## src/rtl/wb_bus_matrix_pkg.sv

```systemverilog
// wb_bus_matrix_pkg: shared constants, grant/state encodings and address decode helper
package wb_bus_matrix_pkg;
    localparam int NSLV = 3;
    localparam logic [3:0] S0_TAG_DEF = 4'h0;
    localparam logic [3:0] S1_TAG_DEF = 4'h1;
    localparam logic [3:0] S2_TAG_DEF = 4'h3;
    localparam logic [1:0] GNT_NONE = 2'b00;
    localparam logic [1:0] GNT_M0   = 2'b01;
    localparam logic [1:0] GNT_M1   = 2'b10;
    // State encoding doubles as the grant output encoding
    typedef enum logic [1:0] {
        ST_IDLE = GNT_NONE,
        ST_M0   = GNT_M0,
        ST_M1   = GNT_M1
    } arb_state_e;
    function automatic logic [NSLV-1:0] decode(input logic [3:0] tag, input logic [3:0] t0,
                                               input logic [3:0] t1, input logic [3:0] t2);
        return {tag == t2, tag == t1, tag == t0};
    endfunction
endpackage

```

## src/rtl/wb_bus_matrix_watchdog.sv

```systemverilog
// wb_watchdog: counts unacknowledged strobe cycles and forces an ack after TIMEOUT of them
module wb_watchdog #(
    parameter int TIMEOUT = 255
) (
    input  logic clk,
    input  logic rst,
    input  logic req,
    input  logic ack,
    input  logic clr,
    output logic forced_o
);
    localparam int CW = $clog2(TIMEOUT + 1);
    localparam logic [CW-1:0] TMAX = CW'(TIMEOUT);
    logic [CW-1:0] cnt_q, cnt_d;
    always_comb begin
        forced_o = req & (cnt_q == TMAX);
        cnt_d    = (clr | ~req | ack | forced_o) ? '0 : cnt_q + CW'(1);
    end
    always_ff @(posedge clk or negedge rst) begin
        if (!rst) cnt_q <= '0;
        else      cnt_q <= cnt_d;
    end
endmodule

```

## src/rtl/wb_bus_matrix.sv

```systemverilog
// wb_bus_matrix: two-master Wishbone shared bus with address decode, default slave and watchdog
module wb_bus_matrix
    import wb_bus_matrix_pkg::*;
#(
    parameter logic [3:0] S0_TAG  = S0_TAG_DEF,
    parameter logic [3:0] S1_TAG  = S1_TAG_DEF,
    parameter logic [3:0] S2_TAG  = S2_TAG_DEF,
    parameter int         TIMEOUT = 255
) (
    input  logic             clk,
    input  logic             rst,
    input  logic [31:0]      m0_addr_i,
    input  logic [31:0]      m1_addr_i,
    input  logic [31:0]      m0_data_i,
    input  logic [31:0]      m1_data_i,
    input  logic             m0_we_i,
    input  logic             m1_we_i,
    input  logic [3:0]       m0_sel_i,
    input  logic [3:0]       m1_sel_i,
    input  logic             m0_stb_i,
    input  logic             m1_stb_i,
    input  logic             m0_cyc_i,
    input  logic             m1_cyc_i,
    output logic [31:0]      m0_data_o,
    output logic [31:0]      m1_data_o,
    output logic             m0_ack_o,
    output logic             m1_ack_o,
    output logic [31:0]      s_addr_o,
    output logic [31:0]      s_data_o,
    output logic             s_we_o,
    output logic [3:0]       s_sel_o,
    output logic [NSLV-1:0]  s_stb_o,
    output logic [NSLV-1:0]  s_cyc_o,
    input  logic [32*NSLV-1:0] s_data_i,
    input  logic [NSLV-1:0]  s_ack_i,
    output logic [1:0]       gnt_o,
    output logic             bus_err_o
);
    arb_state_e state_q, state_d;
    logic dflt_ack_q, dflt_ack_d, bus_err_q, bus_err_d;
    logic g0, g1, cyc, stb, slv_ack, wd_req, dflt_req, forced, dflt_ack, ack;
    logic [NSLV-1:0] hit;
    logic [31:0] rdata;

    always_comb begin
        g0       = (state_q == ST_M0);
        g1       = (state_q == ST_M1);
        s_addr_o = g0 ? m0_addr_i : (g1 ? m1_addr_i : '0);
        s_data_o = g0 ? m0_data_i : (g1 ? m1_data_i : '0);
        s_we_o   = (g0 & m0_we_i) | (g1 & m1_we_i);
        s_sel_o  = g0 ? m0_sel_i : (g1 ? m1_sel_i : '0);
        cyc      = (g0 & m0_cyc_i) | (g1 & m1_cyc_i);
        stb      = cyc & ((g0 & m0_stb_i) | (g1 & m1_stb_i));
        hit      = decode(s_addr_o[31:28], S0_TAG, S1_TAG, S2_TAG);
        s_cyc_o  = {NSLV{cyc}} & hit;
        slv_ack  = |(s_ack_i & s_cyc_o);
        wd_req   = stb & (|hit);
        dflt_req = stb & ~(|hit);
        state_d  = (state_q == ST_IDLE) ? (m0_cyc_i ? ST_M0 : (m1_cyc_i ? ST_M1 : ST_IDLE))
                                        : (cyc ? state_q : ST_IDLE);
    end

    wb_watchdog #(.TIMEOUT(TIMEOUT)) u_wdog (
        .clk      (clk),
        .rst      (rst),
        .req      (wd_req),
        .ack      (slv_ack),
        .clr      (state_d != state_q),
        .forced_o (forced)
    );

    // Return path: forced and default-slave acks carry no data
    always_comb begin
        s_stb_o    = {NSLV{stb & ~forced}} & hit;
        dflt_ack   = dflt_ack_q & (g0 | g1);
        ack        = slv_ack | dflt_ack | forced;
        rdata      = forced     ? '0 :
                     s_cyc_o[0] ? s_data_i[31:0] :
                     s_cyc_o[1] ? s_data_i[63:32] :
                     s_cyc_o[2] ? s_data_i[95:64] : '0;
        m0_ack_o   = g0 & ack;
        m1_ack_o   = g1 & ack;
        m0_data_o  = g0 ? rdata : '0;
        m1_data_o  = g1 ? rdata : '0;
        dflt_ack_d = dflt_req & ~dflt_ack_q;
        bus_err_d  = bus_err_q | dflt_ack | forced;
    end

    always_ff @(posedge clk or negedge rst) begin
        if (!rst) begin
            state_q    <= ST_IDLE;
            dflt_ack_q <= 1'b0;
            bus_err_q  <= 1'b0;
        end else begin
            state_q    <= state_d;
            dflt_ack_q <= dflt_ack_d;
            bus_err_q  <= bus_err_d;
        end
    end

    assign gnt_o     = state_q;
    assign bus_err_o = bus_err_q;
endmodule

```

## config.mk

```make
export PLATFORM = sky130hd
export DESIGN_NAME = wb_bus_matrix
export DESIGN_NICKNAME = d
export VERILOG_FILES = /design/src/rtl/wb_bus_matrix_pkg.sv /design/src/rtl/wb_bus_matrix_watchdog.sv /design/src/rtl/wb_bus_matrix.sv
export SDC_FILE = /design/constraint.sdc
export NUM_CORES = 1
export LEC_CHECK = 0
export BUFFER_PORTS_ARGS = -buffer_cell sky130_fd_sc_hd__buf_2
export CORE_AREA = 2 2 150 152
export CTS_CLUSTER_SIZE = 28
export DETAILED_ROUTE_END_ITERATION = 8
export DIE_AREA = 0 0 152 154
export PLACE_DENSITY_LB_ADDON = 0.12
export SLEW_MARGIN = 20
export SYNTH_ARGS = -nofsm -noshare
export SYNTH_HDL_FRONTEND = slang
export SYNTH_HIERARCHICAL = 1
export SYNTH_SLANG_ARGS = --single-unit
```

## constraint.sdc

```tcl
create_clock -name clk -period 3.6 [get_ports clk]
set_input_delay 0.18 -clock clk [delete_from_list [all_inputs] [get_ports clk]]
set_output_delay 0.18 -clock clk [all_outputs]
set_load 0.01 [all_outputs]
```

# ---- Word level (Yosys, flattened, before mapping)
# Cells that the tools add are included.
dict set report totals {
  register_bits 12
  input_bits 243
  out_inout_bits 144
  word_cells 65
}
dict set report classes {
  addsub 1
  eq_ne 6
  muxes 17
  bitwise 33
  n_reduce_logical 4
}
# cell count
set op_table {}
lappend op_table {{$mux W32} 10}
lappend op_table {{$and A1 B1 Y1} 15}
lappend op_table {{$or A1 B1 Y1} 11}
lappend op_table {{$and A3 B3 Y3} 3}
lappend op_table {{$add A8 B1 Y8 const B} 1}
lappend op_table {{$eq A8 B8 Y1 const B} 1}
lappend op_table {{$mux W2} 4}
lappend op_table {{$mux W4} 2}
lappend op_table {{$mux W8} 1}
lappend op_table {{$reduce_or A3 Y1} 2}
lappend op_table {{$eq A4 B1 Y1 const B} 1}
lappend op_table {{$eq A4 B2 Y1 const B} 1}
lappend op_table {{$logic_not A4 Y1} 1}
lappend op_table {{$not A1 Y1} 4}
lappend op_table {{$eq A2 B1 Y1 const B} 1}
lappend op_table {{$eq A2 B2 Y1 const B} 1}
lappend op_table {{$logic_not A2 Y1} 1}
lappend op_table {{$ne A2 B2 Y1} 1}

# ---- Depth between registers and ports, before layout
# Gate-level depths: netlist (run 1).
dict set report logic_depth {
  depth_word 11
  ltp_mapped 14
  depth_no_buf 12
}

# ---- Cells and area by module
# Netlist (run 1), hierarchy kept.
# mod instances cells_each area_each_um2 seq_area_each_um2
set by_module_without_submodules {}
lappend by_module_without_submodules {wb_bus_matrix 1 342 2207.1 100.1}
lappend by_module_without_submodules {wb_watchdog 1 41 402.9 200.2}

# ---- Worst setup path after synthesis (run 1)
# Ideal clock, no wire load.
dict set report synth_path {
  path_kind {reg2out}
  start {reg state_q[1] (netlist: gnt_o[1])}
  end {out m0_data_o[10]}
  arrival_ps 2559
  required_time_ps 3420
  slack_ps 861
  stages_incl_launch_ff 14
  path_buffers 2
  path_cell_list {dfrtp_1 inv_1 ha_1 buf_4 nand3b_2 and2_1 a21bo_2 nor2_1 nand4_1 nor2_1 a2111oi_4 nand2_1 clkbuf_1 nor3_1}
}
dict set report synth_between {
  word_cells_on_any_way 23
  cone_classes {eq/ne (4); mux (7); bitwise (10); reduce/logical (2)}
}
# element line
set synth_rtl {}
lappend synth_rtl {{start, declared} wb_bus_matrix.sv:39} ;# arb_state_e state_q, state_d;
lappend synth_rtl {{start signal, assigned} wb_bus_matrix.sv:95} ;# state_q <= state_d;
lappend synth_rtl {{$eq A2 B2 Y1} wb_bus_matrix.sv:47} ;# g1 = (state_q == ST_M1);
lappend synth_rtl {{$mux W32 (2 in a row)} wb_bus_matrix.sv:48} ;# s_addr_o = g0 ? m0_addr_i : (g1 ? m1_addr_i : '0);
lappend synth_rtl {{$eq A4 B1 Y1, or another cell as far along} wb_bus_matrix_pkg.sv:18} ;# return {tag == t2, tag == t1, tag == t0};
lappend synth_rtl {{$reduce_or A3 Y1} wb_bus_matrix.sv:57} ;# wd_req = stb & (|hit);
lappend synth_rtl {{$and A1 B1 Y1 (*)} wb_bus_matrix.sv:57}
lappend synth_rtl {{named net wd_req} wb_bus_matrix.sv:41} ;# logic g0, g1, cyc, stb, slv_ack, wd_req, dflt_req, forced, dflt_ack, ack;
lappend synth_rtl {{$and A1 B1 Y1 (*)} wb_bus_matrix_watchdog.sv:16} ;# forced_o = req & (cnt_q == TMAX);
lappend synth_rtl {{named net forced} wb_bus_matrix.sv:41}
lappend synth_rtl {{$mux W32 (*)} wb_bus_matrix.sv:77} ;# rdata = forced ? '0 :
lappend synth_rtl {{$mux W32 (*)} wb_bus_matrix.sv:83} ;# m0_data_o = g0 ? rdata : '0;
lappend synth_rtl {{end, declared} wb_bus_matrix.sv:24} ;# output logic [31:0] m0_data_o,
# The timed path passes the listed nets; every way through them passes the cells marked *.

# ---- Worst setup path after layout (run 1)
dict set report layout_path {
  start {reg state_q[0] (netlist: gnt_o[0])}
  end {out m0_data_o[25]}
}
# The elaborated chain is that of the path after synthesis.

==> flow_summary.json, run 1 <==
{
  "outcome": "finished clean",
  "setup_violations": 0,
  "max_freq_mhz": 303,
  "die_w_um": 152,
  "wl_per_cell_um": 18.5,
  "area_growth_pct": 88.9,
  "ys.flop_type": "dfrtp_1",
  "grt_pass1_vias": 4442,
  "grt_pass1_wl_um": 27200,
  "synth.net_count": 630,
  "power.density_mw_per_mm2": 239,
  "ys_warn_count": 6,
  "clk_pin_slew_ns": 0.04,
  "layout_commonest_cell": "buf_2",
  "viasPerCell": 4.38,
  "critPathMaxFanout": 32,
  "crit_path_start_kind": "register",
  "worstSetupEndpointType": "output pin",
  "firstDrtPassIters": 4,
  "route.vias.total": 4494,
  "crit_type": "reg -> out",
  "ant_nets": 0,
  "root_buffer": "clkbuf_16",
  "fin_util": 0.227,
  "relSlewSlack": 0.490,
  "worstHoldPathCells": 3,
  "boundaryPins": 387,
  "gr-usage-all-layers": 0.149,
  "synth-edff-count": 0,
  "rows": 54,
  "io_buffers": 386,
  "synth-async-reset-ratio": 1.00,
  "place_area_mm2": 0.00483,
  "hold_violations": 0,
  "synth_area_mm2": 0.00261,
  "gp_congestion": 0.781,
  "fin_nets": 993,
  "p_leak_nw": 2.70,
  "dieArea_mm2": 0.0234,
  "htree_levels": 1,
  "syn_area_per_cell_um2": 6.81,
  "seq_area_frac_synth": 0.115,
  "clock_path_buffers": 2,
  "core_area_mm2": 0.0217,
  "worstPathRequired_ns": 3.42,
  "netlist_instances": 383,
  "tightest_slew_ns": 0.765,
  "most-common-layout-cells": "buf_2, nor3_1, a22o_1",
  "grt_remaining_overflow": 0,
  "grt_max_degree": 70,
  "cp.arrival_ns": 3.13,
  "design_area_mm2": 0.00493,
  "slew_violations": 0,
  "drt-total-wl_um": 19000,
  "vdd_drop_max_v": 0.000189,
  "cts_tree": "yes",
  "drcViolationCount": 0,
  "num-fill-cells": 2517,
  "reg2reg_depth": 9,
  "clock_skew_ns": 0.00200,
  "drv_cap": 0,
  "initial_core_util": 0.120,
  "post-route-period-util": 0.918,
  "post_cts_buffers": 0,
  "cts_buffers": 3,
  "synth_cell_types": 47,
  "numClockSinks": 12,
  "tns_ns": 0,
  "clock_latency_ns": 0.24,
  "place_hpwl_um": 15800,
  "drt_iter0_drc": 249,
  "rsz0062_at_grt": "false",
  "fin_crit_ns": 3.31,
  "hp-class": "in -> reg",
  "ys_ff_latch": 12,
  "antenna_found_initial": 2,
  "die_h_um": 154,
  "drive_above_1_share": 0.556
}
timing repair:
item                       in CTS  in global routing
hold endpoints to repair       12                  0
hold buffers                    1                  0
gates resized for setup         0                  2
setup endpoints to repair       0                  2
logic make-up (layout without fill, tap and decap cells):
kind of cell | count (synthesis) | count (layout) | synth area share
buf+inv | 45 | 406 | 0.0791
compound gates | 167 | 167 | 0.495
other cells | 0 | 2 | 0
simple gates | 152 | 152 | 0.281
xor+xnor | 3 | 3 | 0.0101
fa+ha+maj | 4 | 4 | 0.0192
flops | 12 | 12 | 0.115
per-stage QoR:
step | setup WS [ns] | hold WS [ns] | power, mW | cells
floorplan | 0.861 | -0.116 | 0.602 | 383
global placement | 0.414 | 0.0837 | 1.00 | 1020
detailed placement | 0.411 | 0.0793 | 0.990 | 1020
CTS | 0.157 | 0.242 | 1.19 | 1024
global route | 0.00135 | 0.302 | 1.28 | 1026
finish | 0.294 | 0.252 | 1.18 | 1026
state kept, by name, indices dropped and copies added, names as in the netlist:
| register | count |
|---|---|
| bus_err_o | 1 |
| dflt_ack_q | 1 |
| gnt_o | 2 |
| u_wdog/cnt_q | 8 |
synthesized netlist by cell type, types with 2 or more instances:
| cell type | instances | share of area |
|---|---|---|
| nor3_1 | 66 | 0.13 |
| a22o_1 | 65 | 0.22 |
| nor2_1 | 46 | 0.066 |
| a21oi_1 | 42 | 0.081 |
| a2bb2oi_1 | 32 | 0.11 |
| buf_2 | 21 | 0.040 |
| clkbuf_1 | 15 | 0.022 |
| nand2_1 | 15 | 0.022 |
| dfrtp_1 | 12 | 0.12 |
| o21ai_0 | 9 | 0.017 |
| inv_1 | 6 | 0.0086 |
| nand3_1 | 5 | 0.0096 |
| ha_1 | 4 | 0.019 |
| buf_4 | 3 | 0.0086 |
| nand4_1 | 3 | 0.0072 |
| a211oi_1 | 2 | 0.0058 |
| a21bo_2 | 2 | 0.0077 |
| nand3b_2 | 2 | 0.0086 |
| o21a_1 | 2 | 0.0058 |
| o31ai_1 | 2 | 0.0058 |
| or3_1 | 2 | 0.0048 |
| xnor2_1 | 2 | 0.0067 |
area by class of cell:
cell class	instances	area, um2	share of cell area
tap	280	350	0.0710
timing repair buffer	397	2040	0.414
inverter	6	22.5	0.00457
sequential	12	300	0.0609
multi-input combinational	326	2140	0.433
clock buffer	3	75.1	0.0152
antenna	2	5.00	0.00101
report_power, final:
part	internal (mW)	switching (mW)	leakage [nW]
clock	0.144	0.0532	0.0370
combinational	0.369	0.467	2.50
sequential	0.139	0.00514	0.160
worst max-delay path, cell delays in order (launching register included):
cell       delay (ns)
dfrtp_1          0.42
inv_1            0.12
ha_1             0.31
buf_4            0.21
a21oi_1          0.12
and3b_1          0.20
nor2_1           0.14
nor2_1           0.08
nand4_1          0.10
nor2_1           0.09
a2111oi_4        0.21
nand2_1          0.09
buf_4            0.24
nor3_1           0.32
buf_2            0.19
final timing paths:
path                            start         endpoint  slack, ns
max reg2reg                  gnt_o[0]  u_wdog/cnt_q[0]       0.63
max in group asynchronous         rst         gnt_o[0]       3.02
min reg2reg                dflt_ack_q       dflt_ack_q       0.47
min in group asynchronous         rst  u_wdog/cnt_q[7]       0.36
max                          gnt_o[0]    m0_data_o[25]       0.29
min                          m0_cyc_i         gnt_o[0]       0.25
routing by layer:
layer	wire length, um	track usage	vias up
met5	0	0	-
li1	-	-	2200
met4	184	0.0200	0
met2	9670	0.279	238
met3	1430	0.0276	12
met1	7720	0.180	2044
Note: power is estimated with default switching activity, not from simulation.
==> inputs of run 2 (changes only) <==
==> constraint.sdc (replaced) <==
create_clock -name clk -period 4.05 [get_ports clk]
set_input_delay 0.2025 -clock clk [delete_from_list [all_inputs] [get_ports clk]]
set_output_delay 0.2025 -clock clk [all_outputs]
set_load 0.01 [all_outputs]
==> run 2 against run 1 <==
  * Clock power fell by 11%
  * Total power is 11% lower
  * Cell area decreased by 0.25%
  * Critical path type unchanged
==> flow_summary.json, run 2 (synthesis results as in run 1) <==
{
  "outcome": "finished clean",
  "most-common-layout-cells": "buf_2, nor3_1, a22o_1",
  "crit_type": "reg -> out",
  "drt_iter0_drc": 273,
  "netSwitchingPower_mw": 0.470,
  "r2r-end": "u_wdog/cnt_q[3]",
  "numClockSinks": 12,
  "dieArea_mm2": 0.0234,
  "tightest_slew_ns": 0.743,
  "area_growth_pct": 88.4,
  "place_ws_ns": 0.897,
  "core_area_mm2": 0.0217,
  "cts_buffers": 3,
  "hold_path.startpoint": "m0_cyc_i",
  "worstPathRequired_ns": 3.85,
  "critPathMaxFanout": 32,
  "clk_pin_slew_ns": 0.04,
  "slowest_stage": "ha_1",
  "post-route-period-util": 0.850,
  "drt-total-wl_um": 18900,
  "crit_top_cell": "nor2_1",
  "fin_crit_ns": 3.44,
  "p_int_mw": 0.578,
  "ant_nets": 0,
  "crit_path_start_kind": "register",
  "rsz0062_at_grt": "false",
  "die_w_um": 152,
  "drv_cap": 0,
  "relSlewSlack": 0.505,
  "slew_violations": 0,
  "grt_pass1_vias": 4310,
  "pwr-share-clk": 0.168,
  "largest_register_ffs": 8,
  "antenna_found_initial": 2,
  "vdd_drop_max_v": 0.000112,
  "worstHoldPathCells": 3,
  "p_total_mw": 1.05,
  "clock_latency_ns": 0.23,
  "htree_levels": 1,
  "place_hpwl_um": 15900,
  "firstDrtPassIters": 4,
  "clock_path_buffers": 2,
  "rows": 54,
  "grt_max_degree": 70,
  "die_h_um": 154,
  "layout_commonest_cell": "buf_2",
  "numPlacedInstances": 1022,
  "grt_remaining_overflow": 0,
  "gp_congestion": 0.847,
  "cts_tree": "yes",
  "hold_violations": 0,
  "timing.rr.start": "gnt_o[0]",
  "max_freq_mhz": 291,
  "crit_family": "simple AND/OR/NAND/NOR gates",
  "grt_pass1_wl_um": 26700,
  "largest_register": "u_wdog/cnt_q",
  "root_buffer": "clkbuf_16",
  "setup_violations": 0,
  "path_depth": 13,
  "cp.arrival_ns": 3.24,
  "power.density_mw_per_mm2": 213,
  "wl_per_cell_um": 18.4,
  "worst_slack_ns": 0.609,
  "gr-usage-all-layers": 0.147,
  "layout.cells.non_filler": 1028,
  "num-fill-cells": 2495,
  "drcViolationCount": 0,
  "io_buffers": 386,
  "cp_slowest_stage_delay_ns": 0.44,
  "route.vias.total": 4511,
  "boundaryPins": 387,
  "whs_endpoint": "gnt_o[0]",
  "clock_skew_ns": 0.000561,
  "pwr-share-seq": 0.122,
  "hp-class": "in -> reg",
  "viasPerCell": 4.39,
  "cp_cell_sequence": "inv_1 > ha_1 > nor2b_4 > a21oi_1 > a21bo_2 > nor2_1 > nand4_1 > nor2_1 > a2111oi_4 > nand2_1 > buf_4 > nor3_1 > buf_2",
  "post_cts_buffers": 0,
  "pwr-share-comb": 0.710,
  "p_leak_nw": 2.70,
  "reg2reg_depth": 9,
  "fin_nets": 995,
  "drive_above_1_share": 0.556,
  "worstSetupEndpointType": "output pin",
  "switching_share": 0.449,
  "initial_core_util": 0.120,
  "tns_ns": 0,
  "cp_num_buf_inv": 3,
  "r2r_setup_slack_ns": 1.40
}
## run 2: cell count changes in the layout (fill, tap and decap cells not counted)
cell	change
ha_4	-1
buf_4	+3
buf_12	-1
nor3_2	-1
nor3_1	+1
ha_2	+1
## run 2: worst reg2reg max path, delay by kind of cell, from the launching register on
family,cells,cell delay [ns]
AOI/OAI and AO/OA,4,0.92
adders and majority gates,1,0.36
buffers and inverters,2,0.33
and+or+nand+nor,2,0.58
DFF,1,0.39
## run 2: area by class of cell
type	count	area, um2	share of cell area
Antenna cell	2	5.00	0.00102
Timing Repair Buffer	399	2040	0.416
Clock buffer	3	75.1	0.0153
Tap cell	280	350	0.0712
Inverter	6	22.5	0.00458
Multi-Input combinational cell	326	2120	0.431
Sequential cell	12	300	0.0611
## run 2: stage by stage
stage                     cell area (um2)  hold slack (ns)   util
after detailed placement             4830            0.104  0.223
after global routing                 4920            0.300  0.227
after global placement               4830            0.105  0.223
final                                4920            0.275  0.227
after floorplan                      2610          -0.0931      -
after CTS                            4910            0.273  0.227
## run 2: layer usage
layer,track usage,part of all wire,up-vias
li1,-,-,2211
met1,0.181,0.41,2043
met2,0.274,0.51,245
met3,0.0228,0.070,12
met4,0.0240,0.013,0
met5,0,0,-
## run 2: repair_timing
item | 4_1_cts | 5_1_grt
hold buffers | 1 | 0
hold endpoints to repair | 12 | 0
resized for setup | 0 | 0
## run 2: worst max-delay path by stage
stage / from / end / slack (ns)
6_report: gnt_o[0] / m0_data_o[25] / 0.61
5_1_grt: gnt_o[0] / m0_data_o[25] / 0.32
4_1_cts: gnt_o[0] / m0_data_o[25] / 0.63
3_5_place_dp: gnt_o[1] / m0_data_o[25] / 0.90
3_3_place_gp: gnt_o[1] / m0_data_o[25] / 0.88
2_1_floorplan: gnt_o[1] / m0_data_o[10] / 1.29
## run 2: power groups by stage
stage | clock, mW | sequential (mW) | combinational (mW)
final | 0.176 | 0.128 | 0.744
after global routing | 0.184 | 0.128 | 0.811
after CTS | 0.179 | 0.128 | 0.754
after detailed placement | 0 | 0.130 | 0.750
after global placement | 0 | 0.129 | 0.760
after floorplan | 0 | 0.130 | 0.406
==> inputs of run 3 (changes only) <==
--- a/config.mk
+++ b/config.mk
@@ -6,10 +6,10 @@
 export NUM_CORES = 1
 export LEC_CHECK = 0
 export BUFFER_PORTS_ARGS = -buffer_cell sky130_fd_sc_hd__buf_2
-export CORE_AREA = 2 2 150 152
+export CORE_AREA = 2 2 151 153
 export CTS_CLUSTER_SIZE = 28
 export DETAILED_ROUTE_END_ITERATION = 8
-export DIE_AREA = 0 0 152 154
+export DIE_AREA = 0 0 153 155
 export PLACE_DENSITY_LB_ADDON = 0.12
 export SLEW_MARGIN = 20
 export SYNTH_ARGS = -nofsm -noshare
==> constraint.sdc (replaced) <==
create_clock -name clk -period 3.35 [get_ports clk]
set_input_delay 0.1675 -clock clk [delete_from_list [all_inputs] [get_ports clk]]
set_output_delay 0.1675 -clock clk [all_outputs]
set_load 0.01 [all_outputs]
==> run 3 against run 2 <==
  * Sequential share of layout area is 0.093 points lower
  * Flip-flop and latch count stayed put
  * Critical path depth stayed put
  * Global-route usage is 0.52 points lower
  * First-iteration DRC count is 14% lower
  * Core utilization is 0.21 points lower
  * Final cell count is 0.49% higher
  * Worst hold slack worse by 0.027 ns
  * Non-clock buffer count is 1 higher
==> flow_summary.json, run 3 (synthesis results as in run 1) <==
{
  "outcome": "finished clean",
  "largest_register": "u_wdog/cnt_q",
  "p_int_mw": 0.732,
  "setup_violations": 0,
  "netSwitchingPower_mw": 0.579,
  "root_buffer": "clkbuf_16",
  "drv_cap": 0,
  "diodes": 0,
  "grt_pass1_wl_um": 26500,
  "reg2reg_depth": 9,
  "area_growth_pct": 91.4,
  "relSlewSlack": 0.525,
  "htree_levels": 1,
  "gr-usage-all-layers": 0.142,
  "tightest_slew_ns": 0.713,
  "io_buffers": 386,
  "cp_num_buf_inv": 3,
  "place_hpwl_um": 15400,
  "route.vias.total": 4508,
  "grt_max_degree": 70,
  "r2r-end": "u_wdog/cnt_q[3]",
  "most-common-layout-cells": "buf_2, nor3_1, a22o_1",
  "pwr-share-comb": 0.696,
  "pwr-share-clk": 0.186,
  "hold_violations": 0,
  "crit_type": "reg -> out",
  "max_freq_mhz": 327,
  "cp_cell_sequence": "inv_1 > ha_4 > nor2b_4 > a21oi_1 > a21bo_2 > nor2_1 > nand4_1 > nor2_1 > a2111oi_4 > nand2_1 > buf_12 > nor3_1 > buf_2",
  "core_area_mm2": 0.0222,
  "crit_top_cell": "nor2_1",
  "largest_register_ffs": 8,
  "viasPerCell": 4.36,
  "firstDrtPassIters": 4,
  "worstSetupEndpointType": "output pin",
  "cts_tree": "yes",
  "crit_family": "simple AND/OR/NAND/NOR gates",
  "initial_core_util": 0.117,
  "boundaryPins": 387,
  "vdd_drop_max_v": 0.000152,
  "p_leak_nw": 2.73,
  "dieArea_mm2": 0.0237,
  "ant_nets": 0,
  "worstHoldPathCells": 3,
  "crit_path_start_kind": "register",
  "wl_per_cell_um": 17.8,
  "grt_pass1_vias": 4407,
  "cts_buffers": 3,
  "fin_nets": 996,
  "slowest_stage": "dfrtp_1",
  "die_h_um": 155,
  "clock_latency_ns": 0.24,
  "power.density_mw_per_mm2": 262,
  "worstPathRequired_ns": 3.18,
  "clock_path_buffers": 2,
  "multiInputGateArea_mm2": 0.00215,
  "gp_congestion": 0.832,
  "pwr-share-seq": 0.119,
  "layout.cells.non_filler": 1033,
  "rsz0062_at_grt": "false",
  "num-fill-cells": 2557,
  "numPlacedInstances": 1026,
  "hp-class": "in -> reg",
  "layout_commonest_cell": "buf_2",
  "r2r_setup_slack_ns": 0.77,
  "drive_above_1_share": 0.561,
  "post-route-period-util": 0.912,
  "antenna_found_initial": 0,
  "timing.rr.start": "gnt_o[0]",
  "drt-total-wl_um": 18400,
  "tns_ns": 0,
  "clock_skew_ns": 0.00395,
  "switching_share": 0.442,
  "drcViolationCount": 0,
  "cp.arrival_ns": 2.89,
  "clk_pin_slew_ns": 0.04,
  "numClockSinks": 12,
  "drt_iter0_drc": 234,
  "fin_crit_ns": 3.05,
  "slew_violations": 0,
  "cp_slowest_stage_delay_ns": 0.43,
  "regArea_um2": 300,
  "whs_endpoint": "gnt_o[0]",
  "grt_remaining_overflow": 0,
  "critPathMaxFanout": 32,
  "die_w_um": 153,
  "rows": 55,
  "hold_path.startpoint": "m0_cyc_i"
}
## run 3: cell count changes in the layout (fill, tap and decap cells not counted)
cell and delta:
buf_4 -1, ha_2 -1, diode_2 -2, o21a_1 -1, nor3_2 +1, clkbuf_8 +1, buf_12 +2, ha_1 -1
ha_4 +2, nor3_1 -1, o21a_2 +1
## run 3: repair_timing
action                                  in CTS  in global routing
endpoints found under the setup margin       0                 56
buffers inserted                             0                  2
endpoints found under the hold margin       12                  0
hold buffers                                 1                  0
gates resized for setup                      0                  5
## run 3: worst reg2reg max path: cells and delay by family, from the launching register on
| kind | cells | cell delay, ns |
|---|---|---|
| DFF | 1 | 0.43 |
| buffers and inverters | 2 | 0.32 |
| AOI/OAI and AO/OA | 4 | 0.96 |
| adders and majority gates | 1 | 0.23 |
| and+or+nand+nor | 2 | 0.58 |
## run 3: power groups by stage
stage / Sequential [mW] / Combinational (mW) / Clock (mW)
after CTS: 0.154 / 0.919 / 0.254
after floorplan: 0.157 / 0.490 / 0
after global placement: 0.156 / 0.932 / 0
final: 0.155 / 0.912 / 0.244
after global routing: 0.156 / 0.998 / 0.260
after detailed placement: 0.156 / 0.915 / 0
## run 3: layer usage
metal  share of wire  routed length (um)  global-route usage
met5               0                   0                   0
met4           0.017                 321              0.0273
met3           0.078                1440              0.0284
met2            0.52                9650               0.273
met1            0.38                6980               0.163
## run 3: how the worst max path moves through the flow
| stage | from | end | slack, ns | cells past startpoint |
|---|---|---|---|---|
| final | gnt_o[0] | m1_data_o[26] | 0.30 | 13 |
| after global routing | gnt_o[1] | m1_ack_o | 0.006 | 13 |
| after CTS | gnt_o[0] | m0_data_o[25] | 0.09 | 13 |
| after detailed placement | gnt_o[0] | m0_data_o[25] | 0.36 | 13 |
| after global placement | gnt_o[0] | m0_data_o[25] | 0.38 | 13 |
| after floorplan | gnt_o[1] | m0_data_o[10] | 0.62 | 13 |
## run 3: area by class of cell
cell class	count	area share
Sequential cell	12	0.0601
Timing Repair Buffer	400	0.416
Tap cell	285	0.0714
Inverter	6	0.00451
Multi-Input combinational cell	326	0.430
Clock buffer	4	0.0178
## run 3: through the flow
step | power, mW | hold WS, ns | cell area, um2 | setup slack (ns) | utilization
after global routing | 1.41 | 0.255 | 4990 | 0.00552 | 0.225
final | 1.31 | 0.248 | 4990 | 0.295 | 0.225
after CTS | 1.33 | 0.240 | 4950 | 0.0866 | 0.223
after floorplan | 0.647 | -0.128 | 2610 | 0.623 | -
after detailed placement | 1.07 | 0.0825 | 4850 | 0.362 | 0.218
after global placement | 1.09 | 0.0851 | 4850 | 0.379 | 0.218
